<file path="config.mk">
export PLATFORM = sky130hd
export DESIGN_NAME = logic_reduce_pipe
export DESIGN_NICKNAME = d
export VERILOG_FILES = /design/src/rtl/logic_reduce_pipe.sv
export SDC_FILE = /design/constraint.sdc
export NUM_CORES = 1
export LEC_CHECK = 0
export BUFFER_PORTS_ARGS = -buffer_cell sky130_fd_sc_hd__clkbuf_2
export CAP_MARGIN = 20
export CORE_ASPECT_RATIO = 0.9
export CORE_UTILIZATION = 41
export DETAILED_ROUTE_END_ITERATION = 6
export PLACE_DENSITY = 0.66
export SETUP_SLACK_MARGIN = 0.15
export SKIP_LAST_GASP = 1
export SLEW_MARGIN = 25
export SYNTH_ARGS = -nofsm -noshare
export SYNTH_HDL_FRONTEND = slang
export SYNTH_SLANG_ARGS = --single-unit
</file>
<file path="constraint.sdc">
create_clock -name clk -period 1.5 [get_ports clk]
set_input_delay 0.075 -clock clk [delete_from_list [all_inputs] [get_ports clk]]
set_output_delay 0.075 -clock clk [all_outputs]
set_load 0.02 [all_outputs]
</file>
<file path="src/rtl/logic_reduce_pipe.sv">
// Run-time selectable AND/OR/XOR/NAND reduction across NUM_IN lanes, followed by
// a DEPTH-stage registered pipeline with valid tracking, stall, flush and a saturating result counter.
module logic_reduce_pipe #(
    parameter int unsigned WIDTH  = 1,
    parameter int unsigned NUM_IN = 2,
    parameter int unsigned DEPTH  = 2,
    parameter int unsigned CNT_W  = 16
) (
    input  logic                    clk,
    input  logic                    rst,
    input  logic                    en,
    input  logic                    flush,
    input  logic [1:0]              op,
    input  logic                    in_valid,
    input  logic [NUM_IN*WIDTH-1:0] in_data,
    output logic                    out_valid,
    output logic [WIDTH-1:0]        out_data,
    output logic [CNT_W-1:0]        out_cnt
);

    generate
        if (NUM_IN < 2 || NUM_IN > 16) begin : g_bad_num_in
            $error("logic_reduce_pipe: NUM_IN must be in 2..16");
        end
        if (DEPTH < 1 || DEPTH > 8) begin : g_bad_depth
            $error("logic_reduce_pipe: DEPTH must be in 1..8");
        end
        if (WIDTH < 1 || CNT_W < 1) begin : g_bad_width
            $error("logic_reduce_pipe: WIDTH and CNT_W must be at least 1");
        end
    endgenerate

    typedef enum logic [1:0] {
        OP_AND  = 2'b00,
        OP_OR   = 2'b01,
        OP_XOR  = 2'b10,
        OP_NAND = 2'b11
    } op_e;

    op_e              op_sel;
    logic [WIDTH-1:0] and_r;
    logic [WIDTH-1:0] or_r;
    logic [WIDTH-1:0] xor_r;
    logic [WIDTH-1:0] red;

    assign op_sel = op_e'(op);

    always_comb begin
        and_r = '1;
        or_r  = '0;
        xor_r = '0;
        for (int unsigned i = 0; i < NUM_IN; i++) begin
            and_r = and_r & in_data[i*WIDTH +: WIDTH];
            or_r  = or_r  | in_data[i*WIDTH +: WIDTH];
            xor_r = xor_r ^ in_data[i*WIDTH +: WIDTH];
        end
    end

    always_comb begin
        red = and_r;
        case (op_sel)
            OP_AND:  red = and_r;
            OP_OR:   red = or_r;
            OP_XOR:  red = xor_r;
            OP_NAND: red = ~and_r;
            default: red = and_r;
        endcase
    end

    logic [WIDTH-1:0] stage_data [DEPTH];
    logic [DEPTH-1:0] stage_valid;
    logic [WIDTH-1:0] src_data   [DEPTH];
    logic [DEPTH-1:0] src_valid;

    // Each stage is fed by the reduction (stage 0) or by the stage before it.
    generate
        for (genvar k = 0; k < DEPTH; k++) begin : g_stage
            if (k == 0) begin : g_head
                assign src_data[k]  = red;
                assign src_valid[k] = in_valid;
            end else begin : g_body
                assign src_data[k]  = stage_data[k-1];
                assign src_valid[k] = stage_valid[k-1];
            end

            always_ff @(posedge clk) begin
                if (rst) begin
                    stage_data[k]  <= '0;
                    stage_valid[k] <= 1'b0;
                end else begin
                    if (en) begin
                        stage_data[k] <= src_data[k];
                    end
                    // Flush only touches valid flags; data keeps following en.
                    if (flush) begin
                        stage_valid[k] <= 1'b0;
                    end else if (en) begin
                        stage_valid[k] <= src_valid[k];
                    end
                end
            end
        end
    endgenerate

    logic final_load;

    assign final_load = en && !flush && src_valid[DEPTH-1];

    always_ff @(posedge clk) begin
        if (rst) begin
            out_cnt <= '0;
        end else if (final_load && !(&out_cnt)) begin
            out_cnt <= out_cnt + CNT_W'(1);
        end
    end

    assign out_valid = stage_valid[DEPTH-1];
    assign out_data  = stage_data[DEPTH-1];

endmodule

</file>
Yosys cells after proc, flatten, opt, wreduce, memory -nomap -nowiden
Memories as Yosys holds them, arrays and structs flattened.
Index checks and enable logic that the tools add are counted.
- register bits after elaboration: 18
- RAM bits: 2
- input bits: 9
- output and inout port bits: 18
- logic and storage cells: 30
- memories: 1
- memory list (name ; words ; width ; rd ports ; clocked after Yosys merged registers in ; write ports ; RTL line ; source):
    stage_data ; 2 ; 1 ; 2 ; 0 ; 2 ; 70 ; logic [WIDTH-1:0] stage_data [DEPTH];
- add/sub/neg operators: 1
- equal/unequal tests: 3
- mux-type cells: 8
- bitwise operators: 6
- reduce and logical (&&, ||, !) cells: 8
- operators with widths (operator ; count):
    $add 16x1->16 const B ; 1
    $reduce_and 16->1 ; 1
    $mux 1 ; 7
    $eq 2x2->1 const B ; 2
    $pmux 1 s4 ; 1
    $logic_and 1x1->1 ; 3
    $or 1x1->1 ; 3
    $eq 2x1->1 const B ; 1
    $logic_not 1->1 ; 2
    $logic_not 2->1 ; 1
    $reduce_or 2->1 ; 1
    $and 1x1->1 ; 1
    $not 1->1 ; 1
    $xor 1x1->1 ; 1

Depth between registers and ports, before layout
Gate-level depths: netlist (run 1).
- depth after elaboration: 4
- depth in mapped cells: 5
- gate-level depth less buffers: 5

Least setup slack after synthesis (run 1)
Ideal clock, no wire load.
- path type: register to register
- from: register out_cnt[0]
- to: register out_cnt[0]
- setup time: 0.121 ns
- arrival time: 1.721 ns
- data required time: 1.379 ns
- slack: -0.342 ns
- stages on the path, launching flop included: 6
- path buffers: 0
- clock period less this slack: 1.842 ns
- cells stage by stage: dfxtp_1 > ha_1 > nand3_1 > nor4_4 > a21oi_1 > mux2_2
- cells in the longest elaborated chain, start to end: 3
- elaborated cells between the ends (all ways): 4
- classes of those cells: add/sub (1); reduce/logical (3)
- RTL lines (item ; RTL line ; source):
    from (decl) ; 18 ; output logic [CNT_W-1:0] out_cnt
    from (signal assigned) ; 113 ; out_cnt <= out_cnt + CNT_W'(1);
    branches (longest 3 deep; another with $add 16x1->16) ; -- ;
Parallel ways; which one is timed is not known.
A chain may end at the register's enable or synchronous reset.

Worst setup path after layout (run 1)
- from: register out_cnt[5]
- to: register out_cnt[13]
The elaborated chain is that of the path after synthesis.

==> flow_metrics.tcl, run 1 <==
set metrics [dict create \
    synthDistinctLibCells 37 \
    drt-total-wl_um 3080 \
    slew_headroom 0.635 \
    synth-edff-count 2 \
    setup_tns_ps -232 \
    cp_max_fo 5 \
    antenna_found_initial 0 \
    synth_area_mm2 0.00114 \
    worstMarginPinSlew_ps 547 \
    ant_nets 0 \
    fin_crit_ps 1550 \
    synthesis.nets 139 \
    crit_type "reg -> reg" \
    diodes 0 \
    initial_core_util 0.449 \
    dr.pass1.iters 6 \
    route.detailed.drc 2 \
    hp-class "in -> reg" \
    comb_power_share 0.082 \
    fin_area_mm2 0.00177 \
    finClkSkew_ps 0.878 \
    cts_sinks 20 \
    status "finished with violations" \
    ys_seq_elements 20 \
    cts_tree "done" \
    regToRegStartpoint "out_cnt[5]$_SDFFE_PP0P_" \
    critPathLaunchType "flip-flop" \
    syn_area_per_cell_um2 8.96 \
    grt_max_degree 28 \
    place_ws_ps -28.9 \
    clk_transition_reported_paths_ps 110 \
    drt-wirelength-per-cell_um 14.7 \
    die_area_mm2 0.00299 \
    fin_crit_sh 1.03 \
    grt.busiest_layer "met2" \
    nets 194 \
    syn2layout_area_growth_pct 56.0 \
    seqPwrFrac 0.603 \
    pwr-share-clk 0.314 \
    ys_seq_area_frac 0.370 \
    use_met3 0.0622 \
    routed_via_density 5.79 \
    setup_viol 7 \
    syn-instance-count 127 \
    grt_pass1_vias 1100 \
    vias 1211 \
    violations "design-rule violations, negative setup slack" \
    p_int_mw 0.661 \
    rows 17 \
    io_buffers 26 \
    p_leak_nw 0.753 \
    use_met2 0.376 \
    synth-warning-count 0 \
    required_ps 1710 \
    dp_hpwl_um 2060 \
    cts-root-buf "clkbuf_4" \
    fmax_ghz 0.645 \
    swShare 0.242 \
    ir_worst_vdd_v 0.000474 \
    drt_iter0_markers 46 \
    crit_arrival_ps 1760 \
    die_height_um 52.0 \
    rsz0062_at_grt "true" \
    fin_ws_ps -51.5 \
    grtUsageMet1 0.280 \
    layout-drive-gt1-share 0.602 \
    insertion_delay_ps 310 \
    p_sw_mw 0.212 \
    gp_congestion 0.769 \
    p_per_area_mw_per_mm2 492 \
    htree_levels 1 \
    async_flop_share 0 \
    num-fill-cells 209 \
    die_w_um 57.5 \
    grt_pass1_wl_um 5070 \
    min_from "in_valid" \
    synth-main-ff-cell "dfxtp_1" \
    final_cell_mix "clkbuf_2, buf_4, dfxtp_4" \
    track_usage 0.219 \
    cts_buffers 3 \
    crit_start "out_cnt[5]$_SDFFE_PP0P_" \
    slew_viol_final 0 \
    coreArea_mm2 0.00253 \
    hold_viol 0 \
    pin_count 27 \
    clockBufferDepth 2 \
    maxCapViolCount 0 \
    dpl_cell_area_mm2 0.00152 \
    final_common_cell "clkbuf_2" \
    gr-total-overflow 0 \
    cp-end-kind "flip-flop" \
]
## repair_timing
action	4_1_cts	5_1_grt
setup endpoints to repair	16	17
hold buffers	2	1
pin swaps	5	3
cloned	0	0
hold endpoints to repair	2	1
gates resized for setup	14	20
setup buffers	4	3
## power by group through the flow
| stage | sequential (mW) | clock, mW | combinational [mW] |
|---|---|---|---|
| 5_1_grt | 0.528 | 0.307 | 0.0804 |
| 6_report | 0.527 | 0.275 | 0.0717 |
| 3_3_place_gp | 0.543 | 0 | 0.0627 |
| 4_1_cts | 0.531 | 0.287 | 0.0698 |
| 3_5_place_dp | 0.543 | 0 | 0.0658 |
| 2_1_floorplan | 0.546 | 0 | 0.0342 |
## final timing paths
path / endpoint / slack [ps] / cells after the start
max: out_cnt[13]$_SDFFE_PP0P_ / -50 / 4
min reg2reg: out_cnt[10]$_SDFFE_PP0P_ / 530 / 2
min: src_valid[1]$_SDFFE_PP0P_ / 50 / 3
max reg2reg: out_cnt[13]$_SDFFE_PP0P_ / -50 / 4
## cell type report
type / count / area, µm² / area share
multi-input cells: 97 / 851 / 0.480
repair buffers: 54 / 364 / 0.205
clock buffers: 4 / 26.3 / 0.0148
flip-flops and latches: 20 / 472 / 0.266
well taps: 28 / 35.0 / 0.0197
inverters: 6 / 26.3 / 0.0148
## cells by family (layout without fill, tap and decap cells)
group,Yosys count,count (layout),synth area share
DFF,20,20,0.370
AOI/OAI and AO/OA,26,26,0.145
and+or+nand+nor,58,58,0.325
muxes,10,10,0.0935
adders and majority gates,3,3,0.0330
buffers and inverters,10,64,0.0341
## per-stage QoR
step | std cells | hold slack [ps] | util | total power, mW
4_1_cts | 206 | 216 | 0.658 | 0.887
3_3_place_gp | 196 | 290 | 0.600 | 0.605
3_5_place_dp | 196 | 302 | 0.600 | 0.609
5_1_grt | 209 | 86.2 | 0.701 | 0.915
6_report | 209 | 47.8 | 0.701 | 0.873
2_1_floorplan | 127 | 154 | - | 0.580
## registers in the layout, summed over array words and instances (netlist names)
signal	flops
stage_data	2
out_cnt	16
out_valid	1
src_valid	1
## cell usage after synthesis, types with 5 or more instances
master / count / share of area
a21oi_1: 12 / 0.053
dfxtp_1: 18 / 0.32
inv_1: 6 / 0.020
mux2_2: 5 / 0.050
mux2i_1: 5 / 0.044
nand2_1: 6 / 0.020
nand3_1: 7 / 0.031
nor2_1: 9 / 0.030
nor2b_1: 5 / 0.028
nor3_1: 5 / 0.022
o31ai_1: 5 / 0.033
## critical path, cell delays in order (launching register included)
cell and delay [ps]:
dfxtp_4 370, nand4_1 120, or3_4 450, nor4_2 160, mux2_2 350
## metal layers
| metal | part of all wire | up-vias |
|---|---|---|
| met2 | 0.51 | 37 |
| li1 | - | 589 |
| met1 | 0.43 | 582 |
| met5 | 0 | - |
| met3 | 0.051 | 3 |
| met4 | 0.0036 | 0 |
Note: power is estimated with default switching activity, not from simulation.
==> inputs of run 2 (changes only) <==
--- a/config.mk
+++ b/config.mk
@@ -9,6 +9,7 @@
 export CAP_MARGIN = 20
 export CORE_ASPECT_RATIO = 0.9
 export CORE_UTILIZATION = 41
+export CTS_BUF_LIST = sky130_fd_sc_hd__clkbuf_8
 export DETAILED_ROUTE_END_ITERATION = 6
 export PLACE_DENSITY = 0.66
 export SETUP_SLACK_MARGIN = 0.15
==> run 2 against run 1 <==
Net effect: the flow still finishes with violations (design-rule violations, negative setup slack); sequential power about the same; critical path depth up 1; global-route usage down 0.48 points; cell count down 0.96%; routed wire length up 2.4%; count of clock-buffer cells in the layout down 1; via count down 0.74%; critical path type unchanged; critical endpoint is now out_cnt[4]$_SDFFE_PP0P_; largest power group unchanged.
==> flow_metrics.tcl, run 2 (synthesized netlist as in run 1, its figures left out) <==
set metrics [dict create \
    setup_viol 8 \
    pin_count 27 \
    gp_congestion 0.769 \
    fin_crit_ps 1570 \
    hp-class "in -> reg" \
    io_buffers 26 \
    slowest_stage "dfxtp_4" \
    antenna_found_initial 0 \
    crit_chain "clkinvlp_4 > nor4_4 > buf_6 > a21oi_2 > mux2_2" \
    slew_viol_final 0 \
    cp_num_buf_inv 2 \
    routed_via_density 5.81 \
    finClkSkew_ps 1.28 \
    die_w_um 57.5 \
    track_usage 0.214 \
    route.detailed.drc 2 \
    die_height_um 52.0 \
    fmax_ghz 0.639 \
    final_common_cell "clkbuf_2" \
    cts-root-buf "clkbuf_8" \
    drt_iter0_markers 22 \
    grt_max_degree 28 \
    whs_ps 19.5 \
    cts_sinks 20 \
    grt_pass1_wl_um 4970 \
    clockBufferDepth 2 \
    htree_levels 1 \
    ant_nets 0 \
    cp_max_fo 8 \
    crit_arrival_ps 1720 \
    fin_crit_sh 1.04 \
    maxCapViolCount 0 \
    insertion_delay_ps 260 \
    cpPeakStageDelay_ps 390 \
    initial_core_util 0.449 \
    slew_headroom 0.644 \
    fin_ws_ps -65.3 \
    violations "design-rule violations, negative setup slack" \
    syn2layout_area_growth_pct 56.3 \
    final_cell_mix "clkbuf_2, buf_4, dfxtp_4" \
    rows 17 \
    crit_type "reg -> reg" \
    ir_worst_vdd_v 0.000604 \
    drt-wirelength-per-cell_um 15.2 \
    cp-end-kind "flip-flop" \
    grt_pass1_vias 1087 \
    p_leak_nw 0.757 \
    layout-drive-gt1-share 0.598 \
    nets 192 \
    cts_buffers 3 \
    cts_tree "done" \
    grtUsageMet1 0.270 \
    clk_transition_reported_paths_ps 70 \
    use_met2 0.370 \
    dr.pass1.iters 6 \
    p_per_area_mw_per_mm2 540 \
    cp_top_family "flip-flops" \
    worst-r2r-setup-slack_ps -70 \
    vias 1202 \
    status "finished with violations" \
    use_met3 0.0597 \
    hold_buffers 0 \
    diodes 0 \
    grt.busiest_layer "met2" \
    gr-total-overflow 0 \
    regMostFlops "out_cnt" \
    drt-total-wl_um 3150 \
    critPathLaunchType "flip-flop" \
    top_regs "out_cnt (16), stage_data (2)" \
    place_ws_ps -28.9 \
    hold_viol 0 \
    worstMarginPinSlew_ps 534 \
    required_ps 1650 \
    largest_register_ffs 16 \
    dp_hpwl_um 2060 \
    rsz0062_at_grt "true" \
    coreArea_mm2 0.00253 \
    die_area_mm2 0.00299 \
]
==> run 2: changes by cell type in the layout (fill, tap and decap cells not counted), sizes merged <==
cell	change
clkbuf	-1
dlygate4sd3	-2
inv	+1
==> run 2: worst paths after layout <==
| kind | start | end | depth (start not counted) |
|---|---|---|---|
| max | out_cnt[10]$_SDFFE_PP0P_ | out_cnt[4]$_SDFFE_PP0P_ | 5 |
| min | flush | src_valid[1]$_SDFFE_PP0P_ | 2 |
| max reg2reg | out_cnt[10]$_SDFFE_PP0P_ | out_cnt[4]$_SDFFE_PP0P_ | 5 |
| min reg2reg | out_cnt[10]$_SDFFE_PP0P_ | out_cnt[10]$_SDFFE_PP0P_ | 2 |
==> run 2: report_power, final <==
group	total, mW	switching (mW)	internal (mW)
combinational	0.0669	0.0370	0.0299
clock	0.365	0.182	0.183
sequential	0.528	0.00260	0.526
total	0.960	0.222	0.738
==> run 2: what timing repair did <==
item                                    CTS  global route
pin swaps                                 4             4
resized for setup                        14            21
buffers inserted                          4             3
endpoints found under the setup margin   16            16
gates cloned                              0             0
==> run 2: layer usage <==
layer,vias to the layer above,wire length [µm]
met3,8,149
met5,-,0
met4,0,78
met1,574,1340
met2,35,1580
li1,585,-
==> run 2: layout make-up <==
class	count	area, µm²
multi-input combinational	97	851
clock inverter	1	3.75
sequential	20	469
timing repair buffer	52	352
inverter	6	26.3
clock buffer	3	41.3
tap	28	35.0
fill	199	753
==> run 2: metrics by stage <==
stage                     utilization  setup TNS, ps  cell area, µm²  power (mW)  instances
after detailed placement        0.600          -58.3            1520       0.609        196
after global routing            0.702           -948            1780        1.00        207
after floorplan                     -           -107            1230       0.580        127
after global placement          0.600          -25.1            1520       0.605        196
after CTS                       0.658          -69.0            1670       0.967        204
final                           0.702           -357            1780       0.960        207
==> inputs of run 3 (changes only) <==
--- a/config.mk
+++ b/config.mk
@@ -12,7 +12,6 @@
 export CTS_BUF_LIST = sky130_fd_sc_hd__clkbuf_8
 export DETAILED_ROUTE_END_ITERATION = 6
 export PLACE_DENSITY = 0.66
-export SETUP_SLACK_MARGIN = 0.15
 export SKIP_LAST_GASP = 1
 export SLEW_MARGIN = 25
 export SYNTH_ARGS = -nofsm -noshare
==> run 3 against run 2 <==
Net effect: the run still ends with design-rule violations, negative setup slack left; design area grew 1.1%; die area is the same; combinational power shrank 1%; via count grew 1.6%; clock power grew 50%; first-iteration DRC count grew 86%; non-clock buffer count grew 6; largest power group is now the clock network.
==> flow_metrics.tcl, run 3 (synthesized netlist as in run 1, its figures left out) <==
set metrics [dict create \
    slowest_stage "nor4_4" \
    cp_max_fo 7 \
    p_per_area_mw_per_mm2 636 \
    setup_tns_ps -528 \
    swShare 0.202 \
    crit_arrival_ps 1740 \
    layout-drive-gt1-share 0.589 \
    routed_via_density 5.73 \
    rsz0062_at_grt "true" \
    die_w_um 57.5 \
    p_int_mw 0.912 \
    track_usage 0.235 \
    cts_buffers 3 \
    route.detailed.drc 3 \
    regMostFlops "out_cnt" \
    top_regs "out_cnt (16), stage_data (2)" \
    place_ws_ps -102 \
    drt-wirelength-per-cell_um 14.3 \
    ir_worst_vdd_v 0.000597 \
    slew_viol_final 0 \
    fin_crit_ps 1590 \
    diodes 0 \
    hold_viol 0 \
    p_sw_mw 0.231 \
    drt-total-wl_um 3050 \
    final_common_cell "buf_4" \
    cts_tree "done" \
    grt_max_degree 28 \
    largest_register_ffs 16 \
    cts_sinks 20 \
    crit_chain "nand4_1 > nor4_4 > a21oi_1 > mux2_2" \
    required_ps 1650 \
    worstMarginPinSlew_ps 568 \
    initial_core_util 0.449 \
    die_height_um 52.0 \
    htree_levels 1 \
    critPathLaunchType "flip-flop" \
    fin_ws_ps -87.8 \
    finalPower_mw 1.14 \
    die_area_mm2 0.00299 \
    grt_pass1_vias 1198 \
    syn2layout_area_growth_pct 58.0 \
    violations "design-rule violations, negative setup slack" \
    hold_buffers 0 \
    io_buffers 26 \
    drt_iter0_markers 41 \
    gp_congestion 0.792 \
    rows 17 \
    pwr-share-clk 0.479 \
    p_leak_nw 0.797 \
    final_cell_mix "buf_4, clkbuf_2, dfxtp_4" \
    fin_crit_sh 1.06 \
    cpPeakStageDelay_ps 470 \
    seqPwrFrac 0.463 \
    crit_type "reg -> reg" \
    clockBufferDepth 2 \
    clk_transition_reported_paths_ps 80 \
    dp_hpwl_um 2190 \
    gr-total-overflow 0 \
    cp-end-kind "flip-flop" \
    comb_power_share 0.058 \
    nets 198 \
    worst-r2r-setup-slack_ps -90 \
    vias 1221 \
    hp-class "in -> reg" \
    grt_pass1_wl_um 5280 \
    status "finished with violations" \
    setup_viol 8 \
    ant_nets 0 \
    finClkSkew_ps 5.67 \
    maxCapViolCount 0 \
    num-fill-cells 200 \
    cts-root-buf "clkbuf_8" \
    insertion_delay_ps 260 \
    pin_count 27 \
    coreArea_mm2 0.00253 \
    antenna_found_initial 0 \
    dr.pass1.iters 6 \
    fmax_ghz 0.630 \
    slew_headroom 0.622 \
]
run 3: cell types whose count changed in the layout (fill, tap and decap cells not counted), sizes merged:
cell | before | now
buf | 26 | 32
bufinv | 0 | 1
clkinvlp | 1 | 0
run 3: repair_timing:
item / CTS / global route
setup buffers: 0 / 4
cloned: 0 / 0
pin swaps: 5 / 6
gates resized for setup: 9 / 18
endpoints found under the setup margin: 8 / 15
run 3: layout make-up:
cell class                      count  area (µm²)  area share
Inverter                            6        22.5      0.0125
Tap cell                           28        35.0      0.0195
Timing Repair Buffer               58         382       0.212
Sequential cell                    20         468       0.260
Clock buffer                        3        41.3      0.0230
Clock inverter                      1        30.0      0.0167
Multi-Input combinational cell     97         818       0.455
run 3: per-stage QoR:
step,std cells,hold WS [ps],utilization,area [µm²]
after global routing,213,10.6,0.710,1800
after floorplan,127,154,-,1210
after detailed placement,207,296,0.627,1590
final,213,3.44,0.710,1800
after global placement,207,291,0.627,1590
after CTS,210,2.69,0.668,1690
run 3: worst paths after layout:
| path | startpoint | to | cells after the start |
|---|---|---|---|
| setup / recovery | out_cnt[7]$_SDFFE_PP0P_ | out_cnt[4]$_SDFFE_PP0P_ | 4 |
| hold / removal | flush | src_valid[1]$_SDFFE_PP0P_ | 2 |
| setup reg to reg | out_cnt[7]$_SDFFE_PP0P_ | out_cnt[4]$_SDFFE_PP0P_ | 4 |
| hold reg to reg | out_cnt[5]$_SDFFE_PP0P_ | out_cnt[5]$_SDFFE_PP0P_ | 2 |
run 3: power by group through the flow:
| stage | clock, mW | sequential (mW) | combinational [mW] |
|---|---|---|---|
| after floorplan | 0 | 0.546 | 0.0341 |
| after global placement | 0 | 0.543 | 0.0598 |
| after detailed placement | 0 | 0.543 | 0.0626 |
| after CTS | 0.559 | 0.530 | 0.0634 |
| after global routing | 0.582 | 0.530 | 0.0750 |
| final | 0.548 | 0.529 | 0.0660 |
run 3: worst max-delay path, delay by kind of cell, from the launching register on:
kind / cells / cell delay (ps)
and+or+nand+nor: 2 / 670
DFF: 1 / 350
muxes: 1 / 280
AOI/OAI and AO/OA: 1 / 170
run 3: layer usage:
metal  track usage  wire [µm]  vias up
li1              -          -      600
met3        0.0572        134        4
met4        0.0732         27        0
met5             0          0        -
met1         0.279       1290      584
met2         0.419       1600       33
